## config.mk

```make
export PLATFORM = sky130hd
export DESIGN_NAME = agc_channel_sequencer
export DESIGN_NICKNAME = d
export VERILOG_FILES = /design/src/rtl/agc_seq_pkg.sv /design/src/rtl/agc_position_counter.sv /design/src/rtl/agc_channel_sequencer.sv
export SDC_FILE = /design/constraint.sdc
export NUM_CORES = 1
export LEC_CHECK = 0
export ABC_AREA = 1
export ABC_CLOCK_PERIOD_IN_PS = 4100
export CORE_MARGIN = 2
export CORE_UTILIZATION = 48
export DETAILED_ROUTE_END_ITERATION = 6
export PLACE_DENSITY = 0.83
export SLEW_MARGIN = 20
export SYNTH_ARGS = -nofsm -noshare
export SYNTH_HDL_FRONTEND = slang
export SYNTH_SLANG_ARGS = --single-unit
```

## constraint.sdc

```tcl
create_clock -name i_clock -period 4.1 [get_ports i_clock]
set_clock_uncertainty 0.2 [all_clocks]
set_input_delay 0.82 -clock i_clock [delete_from_list [all_inputs] [get_ports i_clock]]
set_output_delay 0.82 -clock i_clock [all_outputs]
set_load 0.01 [all_outputs]
```

## src/rtl/agc_seq_pkg.sv

```systemverilog
// Shared types and helpers for the AGC channel sequencer.
package agc_seq_pkg;

  typedef enum logic [2:0] {
    S_IDLE,
    S_FETCH,
    S_WAIT_MEM,
    S_START,
    S_WAIT_PROC,
    S_EMIT,
    S_ADVANCE,
    S_DONE
  } state_t;

  localparam logic MODE_CONTINUOUS = 1'b0;
  localparam logic MODE_SINGLE     = 1'b1;

  // ROM address is {sample_idx, channel}: channels of one sample sit in adjacent words.
  function automatic logic [31:0] pack_addr(input logic [31:0] idx,
                                            input logic [31:0] ch,
                                            input int unsigned ch_w);
    return (idx << ch_w) | ch;
  endfunction

endpackage

```

## src/rtl/agc_position_counter.sv

```systemverilog
// Channel / sample-index walker. Channel is the fast-moving digit.
module agc_position_counter #(
  parameter int NUM_CHANNELS = 4,
  parameter int DEPTH        = 256,
  parameter int CH_W         = 2,
  parameter int AW           = 8
) (
  input  logic            i_clock,
  input  logic            i_reset,
  input  logic            i_advance,
  input  logic            i_clear,
  output logic [CH_W-1:0] o_channel,
  output logic [AW-1:0]   o_sample_idx,
  output logic            o_ch_wrap,
  output logic            o_pass_wrap
);

  logic [CH_W-1:0] r_ch;
  logic [AW-1:0]   r_idx;

  assign o_channel    = r_ch;
  assign o_sample_idx = r_idx;
  // next advance returns the channel to 0
  assign o_ch_wrap    = (r_ch == CH_W'(NUM_CHANNELS - 1));
  // sample index is at its last value; wraps when a channel wrap occurs
  assign o_pass_wrap  = (r_idx == AW'(DEPTH - 1));

  // Position update: clear wins over advance; index wraps naturally (DEPTH is 2^AW).
  always_ff @(posedge i_clock) begin
    if (!i_reset || i_clear) begin
      r_ch  <= '0;
      r_idx <= '0;
    end else if (i_advance) begin
      if (o_ch_wrap) begin
        r_ch  <= '0;
        r_idx <= r_idx + AW'(1);
      end else begin
        r_ch <= r_ch + CH_W'(1);
      end
    end
  end

endmodule

```

## src/rtl/agc_channel_sequencer.sv

```systemverilog
// Walks interleaved (reference, error) channel streams from a synchronous ROM,
// hands each pair to the shared processor and returns channel-tagged results.
module agc_channel_sequencer
  import agc_seq_pkg::*;
#(
  parameter int DATA_SIZE       = 10,
  parameter int FRACTIONAL_SIZE = 8,
  parameter int NUM_CHANNELS    = 4,
  parameter int DEPTH           = 256,
  parameter int TIMEOUT_CYCLES  = 64
) (
  input  logic                                            i_clock,
  input  logic                                            i_reset,
  input  logic                                            i_enable,
  input  logic                                            i_mode,
  output logic [$clog2(NUM_CHANNELS)+$clog2(DEPTH)-1:0]   o_mem_addr,
  output logic                                            o_mem_rd,
  input  logic [DATA_SIZE-1:0]                            i_mem_reference,
  input  logic [DATA_SIZE-1:0]                            i_mem_error,
  output logic                                            o_proc_start,
  output logic [DATA_SIZE-1:0]                            o_proc_reference,
  output logic [DATA_SIZE-1:0]                            o_proc_error,
  input  logic [2*DATA_SIZE-1:0]                          i_proc_result,
  input  logic                                            i_proc_valid,
  output logic [2*DATA_SIZE-1:0]                          o_result,
  output logic [$clog2(NUM_CHANNELS)-1:0]                 o_result_channel,
  output logic                                            o_result_valid,
  output logic                                            o_busy,
  output logic                                            o_done,
  output logic                                            o_timeout
);

  localparam int CH_W   = $clog2(NUM_CHANNELS);
  localparam int AW     = $clog2(DEPTH);
  localparam int ADDR_W = CH_W + AW;
  localparam int TW     = $clog2(TIMEOUT_CYCLES) + 1;

  // Result fraction width is a property of the processor; it only constrains legal sizes here.
  if (NUM_CHANNELS < 2 || DEPTH < 2 || (DEPTH & (DEPTH - 1)) != 0 ||
      TIMEOUT_CYCLES < 2 || FRACTIONAL_SIZE > 2 * DATA_SIZE) begin : g_bad_params
    $error("agc_channel_sequencer: unsupported parameter set");
  end

  state_t          r_state;
  state_t          w_state_nxt;
  logic            r_mode;
  logic [TW-1:0]   r_tmo_cnt;
  logic [TW-1:0]   w_cnt_inc;
  logic            w_tmo_hit;
  logic [CH_W-1:0] w_channel;
  logic [AW-1:0]   w_sample_idx;
  logic            w_ch_wrap;
  logic            w_pass_wrap;
  logic            w_advance;
  logic            w_clear;

  assign w_advance = (r_state == S_ADVANCE);
  // leaving DONE restarts the walk from position 0
  assign w_clear   = (r_state == S_DONE) && !i_enable;

  agc_position_counter #(
    .NUM_CHANNELS (NUM_CHANNELS),
    .DEPTH        (DEPTH),
    .CH_W         (CH_W),
    .AW           (AW)
  ) u_pos (
    .i_clock      (i_clock),
    .i_reset      (i_reset),
    .i_advance    (w_advance),
    .i_clear      (w_clear),
    .o_channel    (w_channel),
    .o_sample_idx (w_sample_idx),
    .o_ch_wrap    (w_ch_wrap),
    .o_pass_wrap  (w_pass_wrap)
  );

  assign o_mem_addr = ADDR_W'(pack_addr(32'(w_sample_idx), 32'(w_channel), CH_W));

  // Counter is cleared in START, so after k WAIT_PROC cycles it holds k; expiry when
  // the k-th cycle would bring it to TIMEOUT_CYCLES-1.
  assign w_cnt_inc = r_tmo_cnt + TW'(1);
  assign w_tmo_hit = (w_cnt_inc == TW'(TIMEOUT_CYCLES - 1));

  // Next-state decode; valid beats a same-cycle timeout expiry.
  always_comb begin
    w_state_nxt = r_state;
    case (r_state)
      S_IDLE:      if (i_enable) w_state_nxt = S_FETCH;
      S_FETCH:     w_state_nxt = S_WAIT_MEM;
      S_WAIT_MEM:  w_state_nxt = S_START;
      S_START:     w_state_nxt = S_WAIT_PROC;
      S_WAIT_PROC: begin
        if (i_proc_valid)   w_state_nxt = S_EMIT;
        else if (w_tmo_hit) w_state_nxt = S_ADVANCE;
      end
      S_EMIT:      w_state_nxt = S_ADVANCE;
      S_ADVANCE: begin
        if (w_ch_wrap && w_pass_wrap && r_mode == MODE_SINGLE) w_state_nxt = S_DONE;
        else if (!i_enable)                                    w_state_nxt = S_IDLE;
        else                                                   w_state_nxt = S_FETCH;
      end
      S_DONE:      if (!i_enable) w_state_nxt = S_IDLE;
      default:     w_state_nxt = S_IDLE;
    endcase
  end

  // FSM state, datapath registers and registered strobes decoded from the next state.
  always_ff @(posedge i_clock) begin
    if (!i_reset) begin
      r_state          <= S_IDLE;
      r_mode           <= MODE_CONTINUOUS;
      r_tmo_cnt        <= '0;
      o_mem_rd         <= 1'b0;
      o_proc_start     <= 1'b0;
      o_proc_reference <= '0;
      o_proc_error     <= '0;
      o_result         <= '0;
      o_result_channel <= '0;
      o_result_valid   <= 1'b0;
      o_busy           <= 1'b0;
      o_done           <= 1'b0;
      o_timeout        <= 1'b0;
    end else begin
      r_state        <= w_state_nxt;
      o_mem_rd       <= (w_state_nxt == S_FETCH);
      o_proc_start   <= (w_state_nxt == S_START);
      o_result_valid <= (w_state_nxt == S_EMIT);
      o_done         <= (w_state_nxt == S_DONE);
      o_busy         <= (w_state_nxt != S_IDLE) && (w_state_nxt != S_DONE);

      if (r_state == S_IDLE && i_enable) r_mode <= i_mode;

      if (r_state == S_WAIT_MEM) begin
        o_proc_reference <= i_mem_reference;
        o_proc_error     <= i_mem_error;
      end

      if (r_state == S_START) begin
        r_tmo_cnt <= '0;
      end else if (r_state == S_WAIT_PROC) begin
        if (i_proc_valid) begin
          o_result         <= i_proc_result;
          o_result_channel <= w_channel;
        end else begin
          r_tmo_cnt <= w_cnt_inc;
          if (w_tmo_hit) o_timeout <= 1'b1;
        end
      end
    end
  end

endmodule

```

==> impl_metrics.toml <==
[floorplan]
chipWidth_um = 80.5
ioPinCount = 103
die_area_sq_um = 6480
die_h_um = 80.5
initial_core_util_pct = 50.4
num_rows = 27
core_area_sq_um = 5570

[place]
place_congestion = 0.891
preCtsSetupSlack_ps = 1330
portBuffers = 102
dp_hpwl_mm = 5.02

[timing]
finalSetupViolCount = 0
layout_min_cycle_time_ps = 2450
setup_slack_ps = 1650
worst_pin_slew_ps = 620
holdWs_ps = 242
rsz0062_at_grt = "false"
max_freq_ghz = 0.408
slew_violations = 0
tns_ps = 0
max-slew-margin-rel_pct = 58.6
hold_viol_final = 0
fin_crit_sh_pct = 59.8

[finish]
drive_above_1_share_pct = 5.83
n_antenna_cell = 0
seq_area_sq_um = 1380
multi_input_area_sq_um = 1160
syn2layout_area_growth_pct = 46.4
final_nets = 524
fillers = 443

[logic_synthesis]
synth_area_sq_um = 2810
synth.distinct_cells = 29
synthCells = 373
synthesis.nets = 422
yosysTopAreaCellShare_pct = 49.2
synth_area_leaders = "dfxtp_1, a21oi_1, nand2_1"
async_flop_share_pct = 0
synth_edf_count = 0
yosys.area.top_type = "dfxtp_1"
yosys_warnings = 0
syn_area_per_cell_sq_um = 7.53
ys_seq_area_share_pct = 49.2
synth_seq_cells = 69
ys.flop_type = "dfxtp_1"

[clock_network]
cts_resized = 0
cts_buffers = 9
htree_levels = 3
clk_pin_slew_ps = 80
clockBufferDepth = 2
cts_root_buf = "clkbuf_8"
cts_setup_buffers = 0
cts-hold-fix-buffers = 0
cts_tree = "built"
clock_latency_ps = 340
cts_sinks = 69

[routing]
num_vias = 2729
drc = 0
via_per_inst = 4.94
drt_wl_total_mm = 6.86
drtIter0Drc = 163
antenna_left = 0
dr.pass1.iters = 4
wl_per_cell_um = 12.4

[power]
vdd.ir_drop.worst_v = 0.000277
p_per_area_nw_per_um2 = 377
leakage_nw = 1.58

[status]
status = "complete, no violations"

[critical_path]
crit_buf_inv = 1
cp-start-kind = "primary input"
cp-end-kind = "flip-flop"
crit_slowest_cell = "clkdlybuf4s50_1"
crit_arrival_ps = 2540
cp_cell_sequence = "clkdlybuf4s50_1, nor2_1, nand3_1, nor2_1, a21oi_2, nand3_1, nand2_1, nor2_1"
cpMostUsedCell = "nor2_1"
critical_path_class = "primary input to flip-flop"
critPathTopFamily = "simple AND/OR/NAND/NOR gates"
cpPeakStageDelay_ps = 530
crit_path_max_fanout = 11
required_ps = 4180

[grt]
grt_pass1_vias = 2537
grt.overflow.total = 0
grt_pass1_wl_mm = 11.2
grt_max_degree = 44
gr-usage-all-layers_pct = 22.3
antenna_found_initial = 0

[min_path]
hp-class = "flip-flop to flip-flop"

[job]
max_cap_viol_count = 0
final cells by class:
class                           count  share of cell area [%]
Inverter                           54                    4.93
Timing Repair Buffer              107                    25.7
Tap cell                           72                    2.19
Clock buffer                        9                    3.01
Multi-Input combinational cell    234                    28.1
Clock inverter                      7                    2.37
Sequential cell                    69                    33.6
layout by cell type, fill, tap and decap left out, types with 2 or more instances in the layout:
cell | Yosys | routed
nor3_1 | 2 | 2
nand2_1 | 58 | 58
clkbuf_8 | 0 | 9
nand3_1 | 35 | 35
clkdlybuf4s50_1 | 0 | 102
clkinvlp_4 | 0 | 2
o21ai_0 | 29 | 29
bufinv_16 | 0 | 2
nand4_1 | 2 | 2
or2_0 | 2 | 2
dfxtp_1 | 69 | 69
a21oi_1 | 57 | 57
nor2_1 | 32 | 32
ha_1 | 4 | 4
buf_4 | 0 | 5
inv_1 | 52 | 52
sequential cells by signal, summed over array words and instances (netlist names):
| signal | count |
|---|---|
| o_proc_start | 1 |
| o_result | 20 |
| o_timeout | 1 |
| o_proc_error | 10 |
| o_done | 1 |
| o_mem_rd | 1 |
| o_busy | 1 |
| r_tmo_cnt | 7 |
| r_state | 3 |
| o_proc_reference | 10 |
| u_pos.o_sample_idx | 8 |
| r_mode | 1 |
| o_result_valid | 1 |
| o_result_channel | 2 |
| u_pos.o_channel | 2 |
worst paths after layout:
kind	from	to	slack (ps)	depth (start not counted)
worst max-delay path	i_proc_valid	o_busy	1650	8
worst min-delay path	o_proc_error[9]	o_proc_error[9]	240	2
worst max register to register	r_state[1]	o_busy	2010	9
worst min register to register	o_proc_error[9]	o_proc_error[9]	240	2
worst register-to-register path, stage by stage, from the launching register on:
cell	delay [ps]
dfxtp_1	390
nor2_1	210
nand2_1	100
nor2_1	450
nand3_1	190
nor2_1	210
a21oi_2	90
nand3_1	70
nand2_1	50
nor2_1	70
cells in the mapped netlist (2+ instances only):
master / count
dfxtp_1: 69
nand2_1: 58
a21oi_1: 57
inv_1: 52
nand3_1: 35
nor2_1: 32
o21ai_0: 29
clkbuf_1: 10
buf_2: 5
ha_1: 4
nand4_1: 2
nor3_1: 2
or2_0: 2
per-stage QoR:
stage          utilization, %  area (sq um)  total power, mW  instances
3_3_place_gp             69.8          3890            0.952        536
4_1_cts                  73.8          4110             1.57        552
3_5_place_dp             69.8          3890            0.956        536
5_1_grt                  73.8          4110             1.62        552
2_1_floorplan               -          2810            0.834        373
6_report                 73.8          4110             1.55        552
power breakdown:
part           switching, mW  internal [mW]
combinational         0.0998          0.115
clock                  0.265          0.344
sequential            0.0217          0.705
total                  0.387           1.16
per-layer routing:
layer | part of all wire, % | global-route usage [%] | up-vias
met4 | 1.4 | 9.49 | 0
met1 | 43 | 27.6 | 1216
met5 | 0 | 0 | -
met2 | 49 | 37.1 | 88
met3 | 6.6 | 5.06 | 10
li1 | - | - | 1415
kinds of logic after synthesis:
group / count (synthesis) / share of synthesized area [%]
fa+ha+maj: 4 / 1.78
buf+inv: 70 / 9.58
simple gates: 139 / 22.9
compound gates: 91 / 16.6
flops: 69 / 49.2
Note: power is estimated with default switching activity, not from simulation.
